$ cat src/rtl/i2s_tx_64x.sv
// -----------------------------------------------------------------------------
// i2s_tx_64x
// Stereo Philips I2S transmitter, 64 bclk per frame (32 per channel).
// One left/right pair is buffered behind a valid/ready handshake. At each
// frame boundary the buffered pair moves into the shift registers and is sent
// MSB first, one bclk after each lrclk transition. If no pair is waiting
// when a frame starts, the frame carries zeros and underrun pulses.
// All state changes on the falling edge of bclk, so a receiver that samples
// on the rising edge gets half a period of setup and hold.
//
// Ports:
//   bclk        in   bit clock (state advances on falling edge)
//   rst         in   asynchronous reset, active low
//   left_in     in   [DATA_WIDTH] left sample, two's complement
//   right_in    in   [DATA_WIDTH] right sample, two's complement
//   in_valid    in   left_in/right_in hold a valid pair
//   in_ready    out  holding buffer empty
//   lrclk       out  word select, 0 = left slot, 1 = right slot
//   sdout       out  serial data, MSB first
//   frame_start out  one-bclk pulse in the first period of each frame
//   underrun    out  one-bclk pulse with frame_start when no pair was buffered
// -----------------------------------------------------------------------------
module i2s_tx_64x #(
  parameter int unsigned DATA_WIDTH = 16
) (
  input  logic                  bclk,
  input  logic                  rst,
  input  logic [DATA_WIDTH-1:0] left_in,
  input  logic [DATA_WIDTH-1:0] right_in,
  input  logic                  in_valid,
  output logic                  in_ready,
  output logic                  lrclk,
  output logic                  sdout,
  output logic                  frame_start,
  output logic                  underrun
);

  // Position of the last data bit inside a 32-bit slot (slot offset 1..DATA_WIDTH).
  localparam logic [4:0] LAST_BIT = 5'(DATA_WIDTH);

  logic [5:0]            cnt_q,   cnt_d;
  logic                  full_q,  full_d;
  logic [DATA_WIDTH-1:0] buf_l_q, buf_l_d;
  logic [DATA_WIDTH-1:0] buf_r_q, buf_r_d;
  logic [DATA_WIDTH-1:0] sh_l_q,  sh_l_d;
  logic [DATA_WIDTH-1:0] sh_r_q,  sh_r_d;
  logic                  lrclk_q, lrclk_d;
  logic                  sdout_q, sdout_d;
  logic                  fs_q,    fs_d;
  logic                  ur_q,    ur_d;

  logic                  load_s;
  logic                  accept_s;
  logic                  left_slot_s;
  logic                  right_slot_s;

  // Ready depends only on the registered flag; no path from in_valid.
  assign in_ready    = !full_q;
  assign lrclk       = lrclk_q;
  assign sdout       = sdout_q;
  assign frame_start = fs_q;
  assign underrun    = ur_q;

  // Next-state logic. Outputs are computed from the count value the edge is
  // about to enter, so each registered output belongs to the period cnt_d.
  always_comb begin
    cnt_d        = cnt_q + 6'd1;
    load_s       = (cnt_q == 6'd63);
    accept_s     = in_valid && !full_q;
    left_slot_s  = !cnt_d[5] && (cnt_d[4:0] != 5'd0) && (cnt_d[4:0] <= LAST_BIT);
    right_slot_s =  cnt_d[5] && (cnt_d[4:0] != 5'd0) && (cnt_d[4:0] <= LAST_BIT);

    full_d  = full_q;
    buf_l_d = buf_l_q;
    buf_r_d = buf_r_q;
    sh_l_d  = sh_l_q;
    sh_r_d  = sh_r_q;
    sdout_d = 1'b0;
    lrclk_d = cnt_d[5];
    fs_d    = load_s;
    ur_d    = 1'b0;

    if (load_s) begin
      // Frame boundary: drain the buffer, or send silence if it is empty.
      // Slot offset 0 is the I2S one-bit delay, so sdout stays 0 here.
      if (full_q) begin
        sh_l_d = buf_l_q;
        sh_r_d = buf_r_q;
        full_d = 1'b0;
      end else begin
        sh_l_d = {DATA_WIDTH{1'b0}};
        sh_r_d = {DATA_WIDTH{1'b0}};
        ur_d   = 1'b1;
      end
    end else if (left_slot_s) begin
      sdout_d = sh_l_q[DATA_WIDTH-1];
      sh_l_d  = {sh_l_q[DATA_WIDTH-2:0], 1'b0};
    end else if (right_slot_s) begin
      sdout_d = sh_r_q[DATA_WIDTH-1];
      sh_r_d  = {sh_r_q[DATA_WIDTH-2:0], 1'b0};
    end else begin
      sdout_d = 1'b0;
    end

    // Accept can only coincide with a load when the buffer is already empty,
    // so the new pair is held for the next frame and this one still underruns.
    if (accept_s) begin
      buf_l_d = left_in;
      buf_r_d = right_in;
      full_d  = 1'b1;
    end else begin
      buf_l_d = buf_l_q;
      buf_r_d = buf_r_q;
    end
  end

  // State register: falling-edge bclk, asynchronous active-low reset.
  always_ff @(negedge bclk or negedge rst) begin
    if (!rst) begin
      cnt_q   <= 6'd63;
      full_q  <= 1'b0;
      buf_l_q <= {DATA_WIDTH{1'b0}};
      buf_r_q <= {DATA_WIDTH{1'b0}};
      sh_l_q  <= {DATA_WIDTH{1'b0}};
      sh_r_q  <= {DATA_WIDTH{1'b0}};
      lrclk_q <= 1'b0;
      sdout_q <= 1'b0;
      fs_q    <= 1'b0;
      ur_q    <= 1'b0;
    end else begin
      cnt_q   <= cnt_d;
      full_q  <= full_d;
      buf_l_q <= buf_l_d;
      buf_r_q <= buf_r_d;
      sh_l_q  <= sh_l_d;
      sh_r_q  <= sh_r_d;
      lrclk_q <= lrclk_d;
      sdout_q <= sdout_d;
      fs_q    <= fs_d;
      ur_q    <= ur_d;
    end
  end

endmodule

$ cat config.mk
export PLATFORM = sky130hd
export DESIGN_NAME = i2s_tx_64x
export DESIGN_NICKNAME = d
export VERILOG_FILES = /design/src/rtl/i2s_tx_64x.sv
export SDC_FILE = /design/constraint.sdc
export NUM_CORES = 1
export LEC_CHECK = 0
export BUFFER_PORTS_ARGS = -buffer_cell sky130_fd_sc_hd__clkbuf_2
export CAP_MARGIN = 0
export CORE_ASPECT_RATIO = 1.1
export CORE_MARGIN = 10
export CORE_UTILIZATION = 40
export CTS_CLUSTER_DIAMETER = 60
export DETAILED_ROUTE_END_ITERATION = 7
export HOLD_SLACK_MARGIN = 0.12
export RECOVER_POWER = 50
export SETUP_SLACK_MARGIN = 0.05
export SLEW_MARGIN = 20
export SYNTH_ARGS = -nofsm -noshare
export SYNTH_HDL_FRONTEND = slang
export SYNTH_SLANG_ARGS = --single-unit
$ cat constraint.sdc
create_clock -name bclk -period 2.35 [get_ports bclk]
set_input_delay 0.1175 -clock bclk [delete_from_list [all_inputs] [get_ports bclk]]
set_output_delay 0.1175 -clock bclk [all_outputs]
set_load 0.05 [all_outputs]
==> flow_metrics.env <==
export IMPL_synth_xor_area_share_pct=1.087
export IMPL_fp_dieH_um=114.1
export IMPL_die_w_um=105.6
export IMPL_worst_path_stages=1
export IMPL_final_seq_area_sq_mm=0.001884
export IMPL_first_global_vias=2347
export IMPL_die_area_sq_mm=0.01205
export IMPL_ys_types=32
export IMPL_ios=40
export IMPL_final_util_pct=48.65
export IMPL_power_net_switching_uw=575.8
export IMPL_syn_to_final_growth_pct=18.79
export IMPL_maxSlewHeadroom_pct=18.15
export IMPL_synthAdderAreaFrac_pct=0.3882
export IMPL_p_int_uw=2021
export IMPL_finalPower_uw=2597
export IMPL_path_clk_slew_ps=50
export IMPL_tns_ps=0
export IMPL_antenna_found_initial=0
export IMPL_power_leakage_uw=0.001784
export IMPL_row_count=34
export IMPL_hold_buffers=0
export IMPL_netlist_instances=274
export IMPL_fill_cells=737
export IMPL_drive_above_1_share_pct=35.15
export IMPL_worstPathArrival_ps=2140
export IMPL_hpwl_mm=4.559
export IMPL_critPathBufInv=1
export IMPL_cts_root_buf="clkbuf_8"
export IMPL_cts_setup_buffers=0
export IMPL_synth_seq_cells=75
export IMPL_synth_cell_area_sq_mm=0.003223
export IMPL_hold_path_class="register to register"
export IMPL_synth_simple_area_share_pct=8.540
export IMPL_worst_skew_pair_late_latency_ps=380
export IMPL_grt_usage_pct=11.53
export IMPL_ys_seq_area_share_pct=58.46
export IMPL_cts_made_buffers=9
export IMPL_cts_buffer_depth=2
export IMPL_syn_avg_cell_area_sq_um=11.76
export IMPL_ys_warn_count=0
export IMPL_multi_input_area_sq_mm=0.001152
export IMPL_slew_viol_final=0
export IMPL_min_path_cells=2
export IMPL_syn_nets=310
export IMPL_drt_iter0_markers=73
export IMPL_postRouteAntennaNets=0
export IMPL_post_route_cell_area_sq_mm=0.003829
export IMPL_slowest_stage="dfrtn_1"
export IMPL_synth_top_family_by_area="multiplexers"
export IMPL_core_sq_mm=0.007870
export IMPL_holdWs_ps=428.7
export IMPL_cts_htree_levels=3
export IMPL_crit_path_end_kind="output port"
export IMPL_p_per_area_mw_per_mm2=678.4
export IMPL_worstPathRequired_ps=2230
export IMPL_gp_congestion=0.7480
export IMPL_maxCapViolCount=0
export IMPL_swShare_pct=22.17
export IMPL_rsz0062_at_grt="false"
export IMPL_worstSetupPathType="register to output port"
export IMPL_skew_ps=58.56
export IMPL_finalHoldViolations=0
export IMPL_power_frac_clock_pct=40.8
export IMPL_ir_drop_v=0.0003465
export IMPL_grt_pass1_wl_mm=11.26
export IMPL_synth_compound_area_share_pct=8.851
export IMPL_viasPerCell=4.936
export IMPL_cts_tree="built"
export IMPL_placedInstanceArea_sq_mm=0.003593
export IMPL_slowest_delay_ps=390
export IMPL_grt_max_degree=30
export IMPL_port_buffers=39
export IMPL_crit_chain="buf_2"
export IMPL_wire_per_inst_um=14.33
export IMPL_tightest_slew_ps=1228
export IMPL_nets=361
export IMPL_crit_family="flip-flops"
export IMPL_clock_sinks=75
export IMPL_status="finished clean"
export IMPL_routed_wl_mm=6.277
export IMPL_seq_power_share_pct=53.9
export IMPL_drcViolationCount=0
export IMPL_crit_path_max_fanout=1
export IMPL_overflow=0
export IMPL_ff2ff_path_depth=6
export IMPL_power_frac_comb_pct=5.2
export IMPL_vias=2162
export IMPL_cp_start_kind="register"
export IMPL_diodes=0
export IMPL_first_pass_iters=4
export IMPL_muxShareOfSynthArea_pct=16.85
export IMPL_finalSetupViolCount=0
export IMPL_start_util_pct=40.95
[cells in the mapped netlist]
library cell	number	share of area, %
nand2_2	1	0.19
a32o_1	1	0.31
nand4_1	3	0.58
buf_1	3	0.35
nand2_1	35	4.1
mux2i_1	7	2.2
nor3_1	6	0.93
buf_6	1	0.35
o21ai_0	21	3.3
o221ai_1	15	4.1
mux2_2	38	13
nor2_1	4	0.47
nand3_1	2	0.31
nor3_2	1	0.31
mux2_4	3	1.4
ha_1	1	0.39
buf_12	1	0.62
a31o_2	1	0.27
and3b_1	1	0.27
nor2b_1	1	0.19
a21oi_1	6	0.93
buf_2	2	0.31
and2_2	2	0.47
dfrtn_1	69	54
inv_1	27	3.1
or3_4	1	0.35
xor2_1	1	0.27
clkinv_1	1	0.12
xnor2_1	3	0.82
clkbuf_1	8	0.93
and3_1	2	0.39
dfstp_2	6	4.9
[power groups by stage]
stage	registers, uW	clock network, uW	logic [uW]
detailed placement	1430	18.5	142
floorplan	1410	18.5	68.9
finish	1400	1060	136
CTS	1400	1080	142
global route	1410	1160	156
global placement	1420	18.5	136
[state kept, by name (all words and copies together), names as in the netlist]
register     cells
sdout            1
sh_r_q          16
buf_r_q         16
frame_start      1
underrun         1
cnt_q            6
buf_l_q         16
lrclk            1
sh_l_q          16
full_q           1
[worst paths after layout]
| kind | startpoint | end | slack [ps] |
|---|---|---|---|
| worst max-delay path | underrun | underrun | 90 |
| worst min-delay path | buf_l_q[10] | sh_l_q[10] | 430 |
| worst max register to register | cnt_q[0] | sh_r_q[13] | 170 |
| worst min register to register | buf_l_q[10] | sh_l_q[10] | 430 |
| max in group asynchronous | rst | sh_r_q[8] | 480 |
| min in group asynchronous | rst | buf_l_q[7] | 1080 |
[per-layer routing]
layer  vias to the layer above  track usage, %  share of wire (%)
li1                       1042               -                  -
met1                      1074           14.41                 46
met2                        40           18.06                 48
met3                         6           3.773                4.7
met4                         0           4.697                1.1
met5                         -               0                  0
[worst reg2reg max path: cells and delay by family (launching register included)]
kind | cells | cell delay [ps]
muxes | 1 | 290
DFF | 1 | 550
buffers and inverters | 1 | 170
adders and majority gates | 1 | 260
and+or+nand+nor | 3 | 700
[metrics by stage]
step,cells,worst slack [ps]
after floorplan,274,59.32
after global placement,417,49.83
after detailed placement,417,30.41
after CTS,438,58.45
after global routing,438,51.00
final,438,88.97
[cell type report]
type	count	share of cell area, %
sequential	75	49.22
multi-input combinational	156	30.10
timing repair buffer	50	8.366
clock buffer	12	4.641
tap	108	3.529
inverter	27	2.647
clock inverter	10	1.503
[cells in the final DEF, fill, tap and decap left out, drive strengths merged]
cell and n:
dfrtn 69, clkbuf 47, mux2 41, nand2 36, inv 33, o21ai 21, o221ai 15, buf 15
mux2i 7, nor3 7, a21oi 6, dfstp 6, nor2 4, xnor2 3, nand4 3, clkinv 3
and2 2, and3 2, nand3 2, xor2 1, or3 1, a31o 1, and3b 1, nor2b 1
a32o 1, ha 1, bufinv 1
[logic make-up (layout without fill, tap and decap cells)]
family / count (synthesis) / in the layout
flip-flops: 75 / 75
AND/OR/NAND/NOR: 59 / 59
multiplexers: 48 / 48
AO/OA/AOI/OAI: 44 / 44
buffers and inverters: 43 / 99
XOR/XNOR: 4 / 4
adder cells (fa/ha/maj): 1 / 1
[timing repair]
action	4_1_cts	5_1_grt
pin swaps	0	0
endpoints found under the setup margin	1	13
gates resized for setup	3	6
endpoints found under the hold margin	0	0
gates cloned	0	0
No activity file was read; power rests on OpenSTA's default activity.
